**config.mk**
```make
export PLATFORM = sky130hd
export DESIGN_NAME = iiitb_alu_flat
export DESIGN_NICKNAME = d
export VERILOG_FILES = /design/src/rtl/iiitb_alu_if.sv /design/src/rtl/iiitb_alu.sv /design/src/flat_wrapper.sv
export SDC_FILE = /design/constraint.sdc
export NUM_CORES = 1
export LEC_CHECK = 0
export BUFFER_PORTS_ARGS = -buffer_cell sky130_fd_sc_hd__buf_2
export CORE_MARGIN = 3
export CORE_UTILIZATION = 65
export CTS_BUF_LIST = sky130_fd_sc_hd__clkbuf_4 sky130_fd_sc_hd__clkbuf_8
export DETAILED_ROUTE_END_ITERATION = 7
export PLACE_DENSITY_LB_ADDON = 0.2
export SLEW_MARGIN = 20
export SYNTH_ARGS = -nofsm -noshare
export SYNTH_HDL_FRONTEND = slang
export SYNTH_SLANG_ARGS = --single-unit
```
**constraint.sdc**
```tcl
create_clock -name clk -period 1.3 [get_ports clk]
set_input_delay 0.39 -clock clk [delete_from_list [all_inputs] [get_ports clk]]
set_output_delay 0.39 -clock clk [all_outputs]
set_load 0.01 [all_outputs]
```
**src/rtl/iiitb_alu_if.sv**
```systemverilog
// Operand/opcode/result bundle for the registered 8-bit ALU.
// The master drives operands and opcode; the slave (the ALU) drives the result.
interface iiitb_alu_if;
  logic [7:0] A;
  logic [7:0] B;
  logic [2:0] op;
  logic [7:0] R;

  modport master (output A, output B, output op, input R);
  modport slave  (input A, input B, input op, output R);
endinterface

```
**src/rtl/iiitb_alu.sv**
```systemverilog
// 8-bit ALU: a combinational opcode decode feeding one result register.
// R only ever comes from the register, so there is no input-to-output path.
module iiitb_alu (
  input logic        clk,
  input logic        rst_n,
  iiitb_alu_if.slave bus
);

  typedef enum logic [2:0] {
    OP_ADD = 3'd0,
    OP_SUB = 3'd1,
    OP_MUL = 3'd2,
    OP_AND = 3'd3,
    OP_OR  = 3'd4,
    OP_XOR = 3'd5,
    OP_SHL = 3'd6,
    OP_SHR = 3'd7
  } alu_op_e;

  logic [7:0] res;

  // An 8-bit context keeps only the low byte, which covers the ADD/SUB wrap
  // and the truncated MUL product.
  always_comb begin
    res = 8'h00;
    case (alu_op_e'(bus.op))
      OP_ADD:  res = bus.A + bus.B;
      OP_SUB:  res = bus.A - bus.B;
      OP_MUL:  res = bus.A * bus.B;
      OP_AND:  res = bus.A & bus.B;
      OP_OR:   res = bus.A | bus.B;
      OP_XOR:  res = bus.A ^ bus.B;
      OP_SHL:  res = {bus.A[6:0], 1'b0};
      OP_SHR:  res = {1'b0, bus.A[7:1]};
      default: res = 8'h00;
    endcase
  end

  always_ff @(posedge clk or negedge rst_n) begin
    if (!rst_n) bus.R <= 8'h00;
    else        bus.R <= res;
  end

endmodule

```
**src/flat_wrapper.sv**
```systemverilog
// flat-port wrapper written by rule: the top's interface ports become plain ports
module iiitb_alu_flat 
  (clk, rst_n, bus_A, bus_B, bus_op, bus_R);
  iiitb_alu_if bus_i ();
  input logic clk;
  input logic rst_n;
  input wire logic [$bits(bus_i.A)-1:0] bus_A;
  input wire logic [$bits(bus_i.B)-1:0] bus_B;
  input wire logic [$bits(bus_i.op)-1:0] bus_op;
  output wire logic [$bits(bus_i.R)-1:0] bus_R;
  assign bus_i.A = bus_A;
  assign bus_i.B = bus_B;
  assign bus_i.op = bus_op;
  assign bus_R = bus_i.R;
  iiitb_alu u_core (.clk(clk), .rst_n(rst_n), .bus(bus_i));
endmodule
```
==> key figures, run 1 <==
Clocking
  – Resize count post-CTS: 46
  – Inserted Clock Buffers: 3
  – Clk root buf: clkbuf_4
  – Post CTS Setup Buffer Count: 2
  – Hold_buf cts: 1
  – Clock Path Buffers: 2
  – CTS H-Tree Depth: 1
  – # clock sinks: 8

Synth
  – Seq cells post-synth: 8
  – Mux share of post-synthesis cell area: 4.22%
  – Post-synthesis compound-gate area fraction: 14.4%
  – Synth Cell Area: 2160 µm²
  – Syn_nets: 347
  – Post-synth ARST share: 100%
  – Mapped Cells: 273
  – Top cells by area, synth: ha_1, fa_1, dfrtp_1
  – Netlist cell types: 39
  – Number of enable flip-flop cells after synthesis: 0
  – Yosys top cell by area: ha_1
  – Simple-gate area share of the yosys netlist: 13.9%
  – Post-synthesis adder-cell area fraction: 35.2%
  – Synth warnings: 0
  – Post-synthesis xor/xnor area fraction: 12.6%
  – Commonest cells post-synth: inv_1, ha_1, nor2_1, nand2_1, xnor2_1
  – Most frequent cell after synthesis: inv_1
  – Largest family of logic cells by synthesized area: adder cells
  – Yosys top cell area share: 23.1%
  – Mapped Avg Cell Area: 7.92 µm²
  – Synth Flop Type: dfrtp_1
  – Sequential area share after synthesis: 9.25%

Outcome
  – Status: stopped before the end
  – Failed at: clock tree synthesis
  – Stop Error: [ERROR DPL-0033] detailed placement checks failed during check placement.

Floorplan
  – Chip width: 63.7 µm
  – Initial Utilization: 69.7%
  – Die Y: 63.7 µm
  – Top-Level Pins: 29
  – Row count: 20

Placement
  – Port bufs: 28
  – Routability cong.: 0.957
  – DP Wirelength: 6.36 mm
==> kinds of logic after synthesis <==
family,after synthesis
and+or+nand+nor,73
buffers and inverters,55
adders and majority gates,53
AOI/OAI and AO/OA,52
xor gates and xnor gates,27
DFF,8
muxes,5
==> per-stage QoR <==
stage	setup slack [ns]	setup TNS, ns	hold WS [ns]	instance area [µm²]	instances
after global placement	-2.47	-12.79	0.235	2880	397
after detailed placement	-2.60	-13.48	0.234	2880	397
after floorplan	-2.19	-9.98	0.0944	2300	273
==> run 2, diff against run 1 <==
--- a/config.mk
+++ b/config.mk
@@ -7,10 +7,9 @@
 export LEC_CHECK = 0
 export BUFFER_PORTS_ARGS = -buffer_cell sky130_fd_sc_hd__buf_2
 export CORE_MARGIN = 3
-export CORE_UTILIZATION = 65
-export CTS_BUF_LIST = sky130_fd_sc_hd__clkbuf_4 sky130_fd_sc_hd__clkbuf_8
+export CORE_UTILIZATION = 40
 export DETAILED_ROUTE_END_ITERATION = 7
-export PLACE_DENSITY_LB_ADDON = 0.2
+export PLACE_DENSITY_LB_ADDON = 0.15
 export SLEW_MARGIN = 20
 export SYNTH_ARGS = -nofsm -noshare
 export SYNTH_HDL_FRONTEND = slang
==> run 2 against run 1 <==
Area after synthesis unchanged. Synthesized cell count unchanged. The flow now finishes, with violations (negative hold slack, negative setup slack).
==> key figures, run 2 <==
Synth
  – Commonest cells post-synth: inv_1, ha_1, nor2_1, nand2_1, xnor2_1
  – Syn_nets: 347
  – Mapped Avg Cell Area: 7.92 µm²
  – Post-synth ARST share: 100%
  – Mapped Cells: 273
  – Top cells by area, synth: ha_1, fa_1, dfrtp_1
  – Seq cells post-synth: 8
  – Yosys top cell area share: 23.1%
  – Yosys top cell by area: ha_1
  – Synth Flop Type: dfrtp_1
  – Most frequent cell after synthesis: inv_1
  – Sequential area share after synthesis: 9.25%
  – Synth Cell Area: 2160 µm²
  – Number of enable flip-flop cells after synthesis: 0
  – Synth warnings: 0
  – Netlist cell types: 39

Final layout
  – Largest register FFs: 8
  – Syn-to-layout area delta: 56.3%
  – Non-Filler Instances: 440
  – Commonest cells after routing, fill and taps aside: buf_4, ha_1, inv_1
  – Antenna fix cells: 0
  – Biggest regs: u_core.bus.R: 8 flops
  – Most common cell after layout, fill and taps aside: buf_4
  – Final net count: 446
  – Most flops, register: u_core.bus.R
  – Layout cell share with drive strength beyond 1: 46.5%

Floorplan
  – Die ar.: 6330 µm²
  – Row count: 26
  – Core footprint: 5170 µm²
  – Die Y: 79.5 µm
  – Top-Level Pins: 29
  – Chip width: 79.5 µm
  – Initial Utilization: 41.8%

Power and ir drop
  – Max VDD drop: 650 µV
  – Power share of the combinational group: 76.6%
  – Cell internal pwr: 0.00153 W
  – Pwr dens: 761 nW/µm²
  – Sw frac: 40.5%
  – Clock power share: 11.5%
  – Sequential power share: 11.9%
  – Sw power: 0.00104 W
  – Leak: 1.63 nW

Global route
  – Grt met2 use: 37.2%
  – Initial antenna violation count: 0
  – Met3 global-route usage: 0.451%
  – Largest net degree at the start of global routing: 14
  – GRT Overall Usage: 21.2%
  – M1 GR Usage: 27.3%
  – Vias in the first global route: 2120
  – GRT busiest layer: met2
  – Gr ovfl total: 0
  – Global-route wire length before repair: 10.4 mm

Clocking
  – Clock Path Buffers: 2
  – Clk slew on worst S/H paths: 0.04 ns
  – Inserted Clock Buffers: 3
  – CTS H-Tree Depth: 1
  – CTS tree: yes
  – # clock sinks: 8
  – Clk root buf: clkbuf_8

Worst setup path
  – CP Class: in -> reg
  – Worst Setup End Kind: flop
  – Worst EP arrival: 3.67 ns
  – Critical path fanouts, max: 5
  – Required @ worst endpoint: 1.41 ns
  – CP Launch Type: input pin

Timing
  – Period utilization: 274%
  – Slew @ Worst Pin: 0.355 ns
  – Final Hold Fails: 4
  – Final setup violation count: 8
  – Worst rel slew slack: 76.0%
  – WHS: -0.00175 ns
  – Setup WS post-layout: -2.26 ns
  – Shortest period the worst path allows: 3.56 ns
  – Max Clk Rate: 281 MHz
  – Fin. max-slew vios: 0
  – RSZ-0062 raised after global routing: yes

Routing
  – Initial drt markers: 102
  – Antenna-violating nets left: 0
  – Via Count: 2162
  – Routed len/inst: 14.5 µm
  – Pre-Repair DR Iteration Count: 4
  – DRC: 0
  – Final wirelength: 6.37 mm
  – Vias/cell: 4.91

Worst hold path
  – Hold/Removal Path Class: in -> async

Outcome
  – Status: complete, but fails checks
  – Failing checks: negative hold slack, negative setup slack

Placement
  – Placed Cells: 431
  – Port bufs: 28
  – Routability cong.: 0.838
  – DP Wirelength: 5.30 mm

Job
  – Max-capacitance violation count: 0
==> run 2: cell counts after synthesis <==
No cell type changed its count.
==> run 2: power groups by stage <==
stage | sequential [W] | combinational [W] | clock (W)
2_1_floorplan | 0.000339 | 0.00105 | 0
3_3_place_gp | 0.000309 | 0.00168 | 0
3_5_place_dp | 0.000309 | 0.00170 | 0
4_1_cts | 0.000306 | 0.00183 | 0.000299
5_1_grt | 0.000308 | 0.00217 | 0.000309
6_report | 0.000306 | 0.00197 | 0.000296
==> run 2: stage by stage <==
stage | util [%] | cell area [µm²] | worst slack [ns] | setup TNS [ns] | total power (W)
2_1_floorplan | - | 2300 | -2.19 | -9.98 | 0.00139
3_3_place_gp | 57.5 | 2970 | -2.60 | -13.32 | 0.00199
3_5_place_dp | 57.5 | 2970 | -2.61 | -13.37 | 0.00201
4_1_cts | 61.7 | 3190 | -2.33 | -10.71 | 0.00243
5_1_grt | 65.4 | 3380 | -2.36 | -11.73 | 0.00279
6_report | 65.4 | 3380 | -2.26 | -10.87 | 0.00257
==> run 2: how the worst max path moves through the flow <==
stage	slack, ns	startpoint	end
2_1_floorplan	-2.19	bus_A[3]	u_core.bus.R[7]
3_3_place_gp	-2.60	bus_B[2]	u_core.bus.R[7]
3_5_place_dp	-2.61	bus_B[2]	u_core.bus.R[7]
4_1_cts	-2.33	bus_A[2]	u_core.bus.R[7]
5_1_grt	-2.36	bus_B[2]	u_core.bus.R[7]
6_report	-2.26	bus_B[2]	u_core.bus.R[7]
==> run 2: critical path: stages <==
cell and delay [ns]:
buf_12 0.09, ha_4 0.12, inv_2 0.04, fa_2 0.32, inv_2 0.06, fa_1 0.43
ha_1 0.31, inv_2 0.04, fa_1 0.49, inv_2 0.05, ha_4 0.23, a21o_1 0.20
a21oi_4 0.13, xnor3_1 0.23, xnor3_1 0.22, a311oi_2 0.24, a211oi_1 0.07
==> run 2: layer usage <==
metal  up-vias  wire length (µm)
met3        13               136
met4         0               161
met5         -                 0
met2        35              3240
met1      1019              2830
li1       1095                 -
==> run 2: timing repair <==
action,4_1_cts,5_1_grt
endpoints found under the setup margin,8,8
resized for setup,53,29
hold buffers,0,0
pin swaps,26,21
buffers inserted,0,6
==> run 2: cell type report <==
class                           instances  area (µm²)
Clock buffer                            3        41.3
Fill cell                             433        1790
Inverter                               47         195
Multi-Input combinational cell        210        2030
Sequential cell                         8         200
Tap cell                               70        87.6
Timing Repair Buffer                  102         823
==> run 2: logic make-up (layout without fill, tap and decap cells) <==
kind of cell / after synthesis / after routing / share of synthesized area [%]
simple gates: 73 / 73 / 13.9
buf+inv: 55 / 152 / 10.5
fa+ha+maj: 53 / 53 / 35.2
compound gates: 52 / 52 / 14.4
xor+xnor: 27 / 27 / 12.6
flops: 8 / 8 / 9.25
mux: 5 / 5 / 4.22
No activity file was read; power rests on OpenSTA's default activity.
